<file path="src/rtl/rdmem_port_arbiter.sv">
// Round-robin arbiter sharing the ReadMem data-memory port between the pipeline (rq0) and
// debug/DMA (rq1); registers the memory request and routes in-order responses back by ID.
module rdmem_port_arbiter #(
   parameter int unsigned ADDR_WIDTH  = 32,
   parameter int unsigned DATA_WIDTH  = 32,
   parameter int unsigned OUTSTANDING = 2
) (
   input  logic                    clk,
   input  logic                    rst,

   input  logic                    rq0_valid,
   output logic                    rq0_ready,
   input  logic                    rq0_we,
   input  logic [ADDR_WIDTH-3:0]   rq0_addr,
   input  logic [DATA_WIDTH-1:0]   rq0_wdata,
   input  logic [DATA_WIDTH/8-1:0] rq0_be,

   input  logic                    rq1_valid,
   output logic                    rq1_ready,
   input  logic                    rq1_we,
   input  logic [ADDR_WIDTH-3:0]   rq1_addr,
   input  logic [DATA_WIDTH-1:0]   rq1_wdata,
   input  logic [DATA_WIDTH/8-1:0] rq1_be,

   output logic                    rs0_valid,
   output logic [DATA_WIDTH-1:0]   rs0_rdata,
   output logic                    rs1_valid,
   output logic [DATA_WIDTH-1:0]   rs1_rdata,

   output logic                    mem_valid,
   input  logic                    mem_ready,
   output logic                    mem_we,
   output logic [ADDR_WIDTH-3:0]   mem_addr,
   output logic [DATA_WIDTH-1:0]   mem_wdata,
   output logic [DATA_WIDTH/8-1:0] mem_be,
   input  logic                    mem_rsp_valid,
   input  logic [DATA_WIDTH-1:0]   mem_rsp_rdata,

   output logic                    err
);

   localparam int unsigned AW = ADDR_WIDTH - 2;
   localparam int unsigned BW = DATA_WIDTH / 8;
   localparam int unsigned CW = $clog2(OUTSTANDING + 1);
   localparam int unsigned PW = (OUTSTANDING > 1) ? $clog2(OUTSTANDING) : 1;

   localparam logic [CW-1:0] MaxCnt  = CW'(OUTSTANDING);
   localparam logic [PW-1:0] LastPtr = PW'(OUTSTANDING - 1);

   logic            mem_valid_q;
   logic            mem_we_q;
   logic [AW-1:0]   mem_addr_q;
   logic [DATA_WIDTH-1:0] mem_wdata_q;
   logic [BW-1:0]   mem_be_q;

   logic            rr_last_q;
   logic [CW-1:0]   out_cnt_q, out_cnt_d;
   logic [PW-1:0]   wr_ptr_q, rd_ptr_q;
   logic            id_fifo_q [OUTSTANDING];

   logic            rs0_valid_q, rs1_valid_q;
   logic [DATA_WIDTH-1:0] rs0_rdata_q, rs1_rdata_q;
   logic            err_q;

   logic slot_free, can_accept, grant, accept, rsp_take, rsp_id;

   function automatic logic [PW-1:0] ptr_inc(input logic [PW-1:0] p);
      return (p == LastPtr) ? '0 : p + PW'(1);
   endfunction

   always_comb begin
      slot_free  = !mem_valid_q || mem_ready;
      // Readies are held low while reset is asserted.
      can_accept = rst && slot_free && (out_cnt_q < MaxCnt);
      grant      = (rq0_valid && rq1_valid) ? !rr_last_q : rq1_valid;
      accept     = can_accept && (rq0_valid || rq1_valid);
      rq0_ready  = can_accept && rq0_valid && !grant;
      rq1_ready  = can_accept && rq1_valid && grant;
      rsp_take   = mem_rsp_valid && (out_cnt_q != '0);
      rsp_id     = id_fifo_q[rd_ptr_q];
   end

   always_comb begin
      out_cnt_d = out_cnt_q;
      if (accept && !rsp_take) begin
         out_cnt_d = out_cnt_q + CW'(1);
      end else if (!accept && rsp_take) begin
         out_cnt_d = out_cnt_q - CW'(1);
      end
   end

   always_ff @(posedge clk or negedge rst) begin
      if (!rst) begin
         mem_valid_q <= 1'b0;
         mem_we_q    <= 1'b0;
         mem_addr_q  <= '0;
         mem_wdata_q <= '0;
         mem_be_q    <= '0;
         rr_last_q   <= 1'b1;
         out_cnt_q   <= '0;
         wr_ptr_q    <= '0;
         rd_ptr_q    <= '0;
         rs0_valid_q <= 1'b0;
         rs1_valid_q <= 1'b0;
         rs0_rdata_q <= '0;
         rs1_rdata_q <= '0;
         err_q       <= 1'b0;
         for (int i = 0; i < OUTSTANDING; i++) begin
            id_fifo_q[i] <= 1'b0;
         end
      end else begin
         if (accept) begin
            mem_valid_q           <= 1'b1;
            mem_we_q              <= grant ? rq1_we    : rq0_we;
            mem_addr_q            <= grant ? rq1_addr  : rq0_addr;
            mem_wdata_q           <= grant ? rq1_wdata : rq0_wdata;
            mem_be_q              <= grant ? rq1_be    : rq0_be;
            rr_last_q             <= grant;
            id_fifo_q[wr_ptr_q]   <= grant;
            wr_ptr_q              <= ptr_inc(wr_ptr_q);
         end else if (mem_ready) begin
            mem_valid_q <= 1'b0;
         end

         if (rsp_take) begin
            rd_ptr_q <= ptr_inc(rd_ptr_q);
         end
         out_cnt_q <= out_cnt_d;

         rs0_valid_q <= rsp_take && !rsp_id;
         rs1_valid_q <= rsp_take && rsp_id;
         if (rsp_take && !rsp_id) begin
            rs0_rdata_q <= mem_rsp_rdata;
         end
         if (rsp_take && rsp_id) begin
            rs1_rdata_q <= mem_rsp_rdata;
         end

         // A response with nothing in flight is dropped and flagged until reset.
         if (mem_rsp_valid && (out_cnt_q == '0)) begin
            err_q <= 1'b1;
         end
      end
   end

   assign mem_valid = mem_valid_q;
   assign mem_we    = mem_we_q;
   assign mem_addr  = mem_addr_q;
   assign mem_wdata = mem_wdata_q;
   assign mem_be    = mem_be_q;
   assign rs0_valid = rs0_valid_q;
   assign rs0_rdata = rs0_rdata_q;
   assign rs1_valid = rs1_valid_q;
   assign rs1_rdata = rs1_rdata_q;
   assign err       = err_q;

endmodule

</file>
<file path="config.mk">
export PLATFORM = sky130hd
export DESIGN_NAME = rdmem_port_arbiter
export DESIGN_NICKNAME = d
export VERILOG_FILES = /design/src/rtl/rdmem_port_arbiter.sv
export SDC_FILE = /design/constraint.sdc
export NUM_CORES = 1
export LEC_CHECK = 0
export ABC_AREA = 1
export CORE_ASPECT_RATIO = 1.4
export CORE_UTILIZATION = 45
export CTS_CLUSTER_SIZE = 25
export DETAILED_ROUTE_END_ITERATION = 6
export GPL_ROUTABILITY_DRIVEN = 1
export MAX_ROUTING_LAYER = met4
export PLACE_DENSITY = 0.89
export SLEW_MARGIN = 25
export SYNTH_ARGS = -nofsm -noshare
export SYNTH_HDL_FRONTEND = slang
export SYNTH_SLANG_ARGS = --single-unit
</file>
<file path="constraint.sdc">
create_clock -name clk -period 3.3 [get_ports clk]
set_input_delay 0.66 -clock clk [delete_from_list [all_inputs] [get_ports clk]]
set_output_delay 0.66 -clock clk [all_outputs]
set_load 0.01 [all_outputs]
</file>
# After elaboration in Yosys (flattened, before gate mapping)
# Index checks and enable logic that the tools add are counted.
dict set report totals {
  register_bits 142
  input_bits 172
  output_inout_bits 137
}
dict set report op_classes {
  n_addsub 4
  magnitude_cmp 4
  n_mux 17
  bitwise_logic 2
  reduce_logical 27
}
# cell count
set ops {}
lappend ops {{$mux W32} 1}
lappend ops {{$mux W30} 1}
lappend ops {{$logic_and A1 B1 Y1} 15}
lappend ops {{$mux W1} 10}
lappend ops {{$logic_not A1 Y1} 6}
lappend ops {{$reduce_bool A2 Y1} 3}
lappend ops {{$ge A2 B2 Y1 const B} 2}
lappend ops {{$mux W2} 2}
lappend ops {{$mux W4} 1}
lappend ops {{$not A1 Y2} 2}
lappend ops {{$add A1 B1 Y1 const B} 2}
lappend ops {{$add A2 B1 Y2 const B} 1}
lappend ops {{$bwmux W2} 1}
lappend ops {{$logic_not A2 Y1} 1}
lappend ops {{$logic_or A1 B1 Y1} 2}
lappend ops {{$lt A2 B1 Y1 const B} 1}
lappend ops {{$lt A2 B2 Y1 const B} 1}
lappend ops {{$sub A2 B1 Y2 const B} 1}
lappend ops {{$demux W1 S1} 1}

# Depth between registers and ports, before layout
# Gate-level depths: netlist of the first run.
dict set report depth {
  ltp_word 9
  depth_mapped 11
}

# Worst setup path after synthesis of the first run
# No wires, ideal clock.
dict set report synth_path {
  path_type {input-to-reg}
  startpoint {input port rq1_valid}
  endpoint {register out_cnt_q[1]}
  setup_time_ps 123
  t_arrival_ps 1843
  required_ps 3177
  path_slack_ps 1334
  stages 9
  cell_sequence {buf_2 > inv_2 > nand2_2 > inv_2 > nor2_4 > buf_2 > ha_1 > nand3b_1 > xor2_1}
}
dict set report synth_between {
  elab_chain_len 5
}
# item line_no
set synth_rtl {}
lappend synth_rtl {{start: declaration} 18} ;# input logic rq1_valid,
lappend synth_rtl {{$logic_or A1 B1 Y1 *} 76} ;# accept = can_accept && (rq0_valid || rq1_valid);
lappend synth_rtl {{$logic_and A1 B1 Y1 *} 76}
lappend synth_rtl {{net accept} 65} ;# logic slot_free, can_accept, grant, accept, rsp_take, rsp_id;
lappend synth_rtl {{$logic_not A1 Y1} 87} ;# end else if (!accept && rsp_take) begin
lappend synth_rtl {{$logic_and A1 B1 Y1} 87}
lappend synth_rtl {{$reduce_bool A2 Y1 (no source line)} --}
lappend synth_rtl {{end signal: assignment} 128} ;# out_cnt_q <= out_cnt_d;
lappend synth_rtl {{end: declaration} 57} ;# logic [CW-1:0] out_cnt_q, out_cnt_d;
# The timed path passes the listed nets; every way through them passes the cells marked *.
# A chain may end at the register's enable or synchronous reset.

# Worst setup path after layout of the first run
dict set report layout_path {
  startpoint {input port mem_ready}
  endpoint {output port rq0_ready}
}
dict set report layout_between {
  elab_chain_len 5
}
# item line_no
set layout_rtl {}
lappend layout_rtl {{start: declaration} 31} ;# input logic mem_ready,
lappend layout_rtl {{$logic_or A1 B1 Y1} 72} ;# slot_free = !mem_valid_q || mem_ready;
lappend layout_rtl {{$logic_and A1 B1 Y1 (2 in series)} 74} ;# can_accept = rst && slot_free && (out_cnt_q < MaxCnt);
lappend layout_rtl {{$logic_and A1 B1 Y1 (2 in series)} 77} ;# rq0_ready = can_accept && rq0_valid && !grant;
lappend layout_rtl {{end: declaration} 12} ;# output logic rq0_ready,
# Every way passes these cells.

==> summary.md, run 1 <==
| Metric | Value |
|---|---|
| Outcome | `completed` |
| Final Cycle Share | `0.863` |
| Register bit count reported by yosys | `roughly 140` |
| Routed vias | `about 6500` |
| Arr. time, crit path | `~2200 ps` |
| HP Class | `input pin to async pin` |
| Clock Pin Slew Worst Setup and Hold Paths | `60 ps` |
| Core ar. | `between 0.01 and 0.015 mm2` |
| Fin util | `0.727` |
| Max cap viols | `0` |
| Fillers | `between 1000 and 1500` |
| Clock sink total | `~140` |
| Bufs on Longest Clock Path | `2` |
| Leak | `slightly above 5 nW` |
| PostCTS Resize Cnt | `0` |
| Final ANT Viol Nets | `0` |
| Wirelength per Cell | `around 15 um` |
| Synth unique cells | `26` |
| GPL Wtd Cong | `between 0.8 and 0.9` |
| Worst slew pin tran | `around 800 ps` |
| Die area | `~0.015 mm2` |
| Worst setup SP type | `input pin` |
| Met3 Track Usage GR | `0.0831` |
| Cts bufs inserted | `17` |
| First-pass GRT wire length | `between 30000 and 40000 um` |
| Final Max Slew Viols | `0` |
| Dpl cells | `~1300` |
| Fmax | `about 350 MHz` |
| Worst path required time | `2640 ps` |
| Post-Layout Cell Count | `1326` |
| GRT overflow | `0` |
| Rows | `51` |
| Final instance area | `0.0102 mm2` |
| CTS H-tree depth | `4` |
| Worst VDD drop | `0.000469 V` |
| Synthesized Nets | `1014` |
| Fin crit period | `roughly 2800 ps` |
| Clock Skews | `about 18 ps` |
| Avg Cell Area, Syn | `7.71 um2` |
| Top Ports | `just over 300` |
| Clk_lat worst skew | `410 ps` |
| Cell Area, Synth | `approximately 0.0065 mm2` |
| Place WS | `between 400 and 500 ps` |
| I/O Buffers | `about 310` |
| Die Y | `around 140 um` |
| Antenna violations before repair | `0` |
| Drt pass-1 iters | `5` |
| Synth-to-layout area growth | `56.6%` |
| Detailed Place HPWL | `approximately 14000 um` |
| Setup-failing EPs final | `0` |
| RSZ-0062 raised after global routing | `no` |
| Placed inst area | `between 0.009 and 0.01 mm2` |
| Maximum fanout along the worst path | `4` |
| Residual DRC count | `0` |
| Proportion of layout cells with a drive suffix above 1 | `0.0543` |
| Synthesis Warnings | `0` |
| CTS root buf | `clkbuf_16` |
| Largest net degree at the start of global routing | `82` |
| DRT iter0 DRCs | `349` |
| M1 GR Usage | `0.304` |
| Critical path endpoint category | `primary output` |
| Tot Pwr | `around 8.8 mW` |
| Mapped Cells | `841` |
| GRT busiest layer | `met2` |
| Setup ws final | `roughly 450 ps` |
| Met2 GRT Util | `0.470` |
| Setup Fix Bufs, Post-CTS | `0` |
| Slew margin rel. | `0.466` |
| Via density | `4.93` |
| Die width | `103 um` |
| Final hold violations | `0` |
| Final wirelength | `19900 um` |
| CTS tree | `yes` |
| Setup total negative slack | `0 ps` |
| Total track usage | `0.278` |
| Initial Utilization | `0.464` |
| Final nets | `1302` |
| PD cells | `roughly 860 mW/mm2` |
| Antenna diodes | `0` |
| WS Path Type | `input pin to primary output` |
| Sequential area share after synthesis | `0.548` |
| Hold slack | `around 360 ps` |
| Hold buffers post-CTS | `0` |
| Vias in the first global route | `between 6000 and 7000` |
final timing paths:
check                           cells after the start                        end                 startpoint  slack, ps
max in group asynchronous                           3  mem_wdata[29]$_DFFE_PN0P_                        rst       1690
min in group clk                                    2  rs0_rdata[17]$_DFFE_PN0P_  rs0_rdata[17]$_DFFE_PN0P_        470
worst min register to register                      2  rs0_rdata[17]$_DFFE_PN0P_  rs0_rdata[17]$_DFFE_PN0P_        470
worst max register to register                      7    mem_addr[6]$_DFFE_PN0P_   out_cnt_q[1]$_DFFE_PN0P_       1280
worst min-delay path                                2   rs1_rdata[6]$_DFFE_PN0P_                        rst        360
worst max-delay path                                6                  rq0_ready                  mem_ready        450
cells by family after synthesis:
family                     share of synthesized area
buffers and inverters                         0.0542
xor gates and xnor gates                     0.00405
AOI/OAI and AO/OA                            0.00540
DFF                                            0.548
and+or+nand+nor                                0.386
adders and majority gates                    0.00193
placed cells by master, fill, tap and decap left out:
cell type / netlist / final
nor2_1: 2 / 2
nand2_4: 2 / 2
inv_6: 0 / 2
nand2_1: 545 / 542
inv_1: 8 / 8
nand2_2: 2 / 5
dfstp_2: 1 / 1
ha_1: 1 / 1
o21ai_4: 1 / 1
clkbuf_1: 5 / 1
nor2_2: 2 / 2
nand4_1: 4 / 4
dfrtp_1: 141 / 141
buf_2: 29 / 1
buf_4: 4 / 7
xor2_1: 1 / 1
clkbuf_16: 0 / 17
xnor2_1: 2 / 2
inv_2: 6 / 6
clkinv_2: 0 / 3
clkdlybuf4s50_1: 0 / 306
clkinv_4: 0 / 3
bufinv_16: 0 / 2
nand3b_1: 1 / 1
clkinvlp_4: 0 / 3
nand3_1: 67 / 67
a31o_2: 1 / 1
o21ai_1: 1 / 1
a21oi_1: 1 / 1
nor2_4: 3 / 3
buf_6: 9 / 2
nor3_1: 1 / 1
buf_12: 0 / 1
flip-flops by register name, indices dropped and copies added (netlist names):
| name | cells |
|---|---|
| mem_wdata | 32 |
| rs0_rdata | 32 |
| rs1_rdata | 32 |
| mem_addr | 30 |
| mem_be | 4 |
| id_fifo_q | 2 |
| out_cnt_q | 2 |
| err | 1 |
| mem_valid | 1 |
| mem_we | 1 |
| rd_ptr_q | 1 |
| rr_last_q | 1 |
| rs0_valid | 1 |
| rs1_valid | 1 |
| wr_ptr_q | 1 |
cell type report:
class                           instances  area (um2)  area share
Tap cell                              185         231      0.0228
Sequential cell                       142        3550       0.350
Clock buffer                           18         429      0.0422
Multi-Input combinational cell        637        2590       0.255
Inverter                               14        52.6     0.00517
Clock inverter                         13         141      0.0139
Timing Repair Buffer                  317        3160       0.311
worst max-delay path: stages:
cell and delay [ps]:
clkdlybuf4s50_1 520, inv_1 50, nand2_1 120, nand2_2 100, nor3_1 170, clkdlybuf4s50_1 570
where the power goes:
| part | total (mW) | switching [mW] | leakage (nW) | internal [mW] |
|---|---|---|---|---|
| sequential | 3.01 | 0.465 | 1.77 | 2.55 |
| combinational | 3.89 | 1.93 | 3.11 | 1.95 |
| clock | 1.86 | 0.751 | 0.273 | 1.11 |
cells in the mapped netlist:
cell type / n / area share
nor2_1: 2 / 0.0012
buf_2: 29 / 0.022
nor3_1: 1 / 0.00077
nand2_2: 2 / 0.0019
xnor2_1: 2 / 0.0027
dfrtp_1: 141 / 0.54
buf_4: 4 / 0.0046
nand3_1: 67 / 0.052
nor2_4: 3 / 0.0052
o21ai_4: 1 / 0.0025
a31o_2: 1 / 0.0014
nand2_4: 2 / 0.0035
xor2_1: 1 / 0.0014
dfstp_2: 1 / 0.0041
nand2_1: 545 / 0.32
inv_2: 6 / 0.0035
o21ai_1: 1 / 0.00077
buf_6: 9 / 0.016
nand4_1: 4 / 0.0039
clkbuf_1: 5 / 0.0029
a21oi_1: 1 / 0.00077
inv_1: 8 / 0.0046
nor2_2: 2 / 0.0019
buf_1: 1 / 0.00058
nand3b_1: 1 / 0.0012
ha_1: 1 / 0.0019
metal layers:
layer / part of all wire / up-vias
met1: 0.37 / 3055
met4: 0.030 / 0
met3: 0.084 / 38
met2: 0.51 / 291
met5: 0 / -
li1: - / 3159
No activity file was read; power rests on OpenSTA's default activity.
==> inputs of run 2 (changes only) <==
--- a/config.mk
+++ b/config.mk
@@ -8,6 +8,7 @@
 export ABC_AREA = 1
 export CORE_ASPECT_RATIO = 1.4
 export CORE_UTILIZATION = 45
+export CTS_BUF_LIST = sky130_fd_sc_hd__clkbuf_16
 export CTS_CLUSTER_SIZE = 25
 export DETAILED_ROUTE_END_ITERATION = 6
 export GPL_ROUTABILITY_DRIVEN = 1
==> run 2 against run 1 <==
Compared with the run above:
- design area is the same
- cell count is the same
- flip-flop and latch count is the same
- sequential share of layout area is the same
- worst hold slack lost 2.1 ps
- core utilization is the same
- clock skew is essentially flat
- worst setup slack is the same
- fmax is the same
- critical path depth is the same
- total power is essentially flat
- critical path type unchanged
- largest cell class unchanged
==> summary.md, run 2 (synthesized netlist as in run 1, its figures left out) <==
| Metric | Value |
|---|---|
| Final instance area | `0.0102 mm2 (unchanged)` |
| Final nets | `1302 (unchanged)` |
| Initial Utilization | `0.464 (unchanged)` |
| Slew margin rel. | `0.470 (+0.00413)` |
| WS Path Type | `input pin to primary output` |
| Setup Fix Bufs, Post-CTS | `0 (unchanged)` |
| Detailed Place HPWL | `14000 um (unchanged)` |
| Clock Skews | `18.1 ps (+0.148 ps)` |
| Final wirelength | `19900 um (about the same)` |
| Leak | `5.16 nW (about the same)` |
| Multi-input logic area | `0.00259 mm2 (unchanged)` |
| Critical path endpoint category | `primary output` |
| Slowest stage delay, CP | `570 ps (about the same)` |
| Proportion of layout cells with a drive suffix above 1 | `0.0543 (unchanged)` |
| Outcome | `completed` |
| Core ar. | `0.0140 mm2 (unchanged)` |
| Worst setup SP type | `input pin` |
| Top Ports | `309 (unchanged)` |
| Worst path depth | `6 (unchanged)` |
| Drt pass-1 iters | `5 (unchanged)` |
| Antenna violations before repair | `0 (unchanged)` |
| Place WS | `442 ps (unchanged)` |
| CTS H-tree depth | `4 (unchanged)` |
| Setup-failing EPs final | `0 (unchanged)` |
| Worst path slowest cell | `clkdlybuf4s50_1` |
| Critical Path End | `rq0_ready` |
| Clock Pin Slew Worst Setup and Hold Paths | `60 ps (about the same)` |
| RSZ-0062 raised after global routing | `no` |
| Die area | `0.0149 mm2 (unchanged)` |
| DRT iter0 DRCs | `349 (unchanged)` |
| Rows | `51 (unchanged)` |
| Die width | `103 um (unchanged)` |
| Via density | `4.94 (about the same)` |
| Hold buffers post-CTS | `0 (unchanged)` |
| Worst path required time | `2640 ps (about the same)` |
| Residual DRC count | `0 (unchanged)` |
| Most frequent CP cell | `clkdlybuf4s50_1` |
| Sequential cell area | `0.00355 mm2 (unchanged)` |
| Leading cell type in the layout, fill and taps excluded | `nand2_1` |
| Fillers | `1018 (unchanged)` |
| Depth of the worst register-to-register path | `7 (unchanged)` |
| Final hold violations | `0 (unchanged)` |
| HP Class | `input pin to async pin` |
| CP Launch Point | `mem_ready` |
| Total track usage | `0.278 (unchanged)` |
| Vias in the first global route | `6182 (unchanged)` |
| CTS root buf | `clkbuf_16` |
| Tot Pwr | `8.76 mW (about the same)` |
| Fmax | `351 MHz (unchanged)` |
| PostCTS Resize Cnt | `0 (unchanged)` |
| Final Cycle Share | `0.863 (unchanged)` |
| Setup total negative slack | `0 ps (unchanged)` |
| CTS tree | `yes` |
| Max cap viols | `0 (unchanged)` |
| Maximum fanout along the worst path | `4 (unchanged)` |
| Antenna diodes | `0 (unchanged)` |
| Largest net degree at the start of global routing | `82 (unchanged)` |
| Most frequent cells in the layout | `542 x nand2_1, 306 x clkdlybuf4s50_1, 141 x dfrtp_1, 67 x nand3_1, 17 x clkbuf_16` |
| Fin crit period | `2850 ps (unchanged)` |
| Arr. time, crit path | `2190 ps (about the same)` |
| Worst slew pin tran | `793 ps (-6.18 ps)` |
| Placed inst area | `0.00959 mm2 (unchanged)` |
| R2R Path Start | `out_cnt_q[1]$_DFFE_PN0P_` |
| Clock sink total | `142 (unchanged)` |
| First-pass GRT wire length | `30500 um (unchanged)` |
| Synth-to-layout area growth | `56.6% (unchanged)` |
| Setup ws final | `451 ps (unchanged)` |
| Worst Path Buf+Inv | `3 (unchanged)` |
| CP cell instances | `clkdlybuf4s50_1 -> inv_1 -> nand2_1 -> nand2_2 -> nor3_1 -> clkdlybuf4s50_1` |
| Final Max Slew Viols | `0 (unchanged)` |
| Clk_lat worst skew | `410 ps (about the same)` |
| R2r endpoint | `mem_addr[6]$_DFFE_PN0P_` |
| Worst reg-to-reg setup slack | `1280 ps (about the same)` |
| Routed vias | `6546 (+0.046%)` |
| GPL Wtd Cong | `0.898 (unchanged)` |
| GRT overflow | `0 (unchanged)` |
| Bufs on Longest Clock Path | `2 (unchanged)` |
| Final ANT Viol Nets | `0 (unchanged)` |
| Top delay family on crit path | `buffers and inverters` |
| PD cells | `862 mW/mm2 (about the same)` |
| Wirelength per Cell | `15.0 um (about the same)` |
| Die Y | `144 um (unchanged)` |
| Cts bufs inserted | `17 (unchanged)` |
| I/O Buffers | `308 (unchanged)` |
| Worst VDD drop | `0.000469 V (about the same)` |
run 2: cell types whose count changed in the layout (fill, tap and decap cells not counted), sizes merged:
cell,change
clkbuf,-1
inv,+1
run 2: how the worst min path moves through the flow:
| stage | cells after the start | slack (ps) | endpoint | startpoint |
|---|---|---|---|---|
| after floorplan | 0 | 360 | err$_DFFE_PN0P_ | rst |
| after global placement | 2 | 450 | rs0_rdata[31]$_DFFE_PN0P_ | rs0_rdata[31]$_DFFE_PN0P_ |
| after detailed placement | 2 | 460 | rs0_rdata[30]$_DFFE_PN0P_ | rs0_rdata[30]$_DFFE_PN0P_ |
| after CTS | 2 | 470 | rs0_rdata[30]$_DFFE_PN0P_ | rs0_rdata[30]$_DFFE_PN0P_ |
| after global routing | 2 | 430 | rs0_rdata[8]$_DFFE_PN0P_ | rst |
| final | 2 | 360 | rs1_rdata[6]$_DFFE_PN0P_ | rst |
run 2: per-layer routing:
layer  global-route usage  part of all wire
met5                    -                 0
met4                0.110             0.030
met2                0.470              0.51
met3               0.0831             0.087
met1                0.304              0.37
run 2: final cells by class:
class,instances,area share
timing repair buffer,317,0.311
multi-input combinational,637,0.255
sequential,142,0.350
clock buffer,17,0.0419
clock inverter,14,0.0143
tap,185,0.0228
inverter,14,0.00517
run 2: worst reg2reg max path, stage by stage (launching register included):
cell and delay, ps:
dfrtp_1 410, inv_2 90, nand2_1 130, nor2_2 220, nand2_2 430, buf_4 450
nand2_1 140, nand2_1 50
run 2: metrics by stage:
step                      hold WS [ps]  std cells  utilization
final                              359       1326        0.727
after global routing               425       1326        0.727
after floorplan                    364        841            -
after detailed placement           457       1295        0.686
after CTS                          472       1326        0.727
after global placement             452       1295        0.686
run 2: where the power goes:
part | internal [mW] | switching [mW]
Clock | 1.11 | 0.752
Combinational | 1.95 | 1.93
Sequential | 2.55 | 0.464
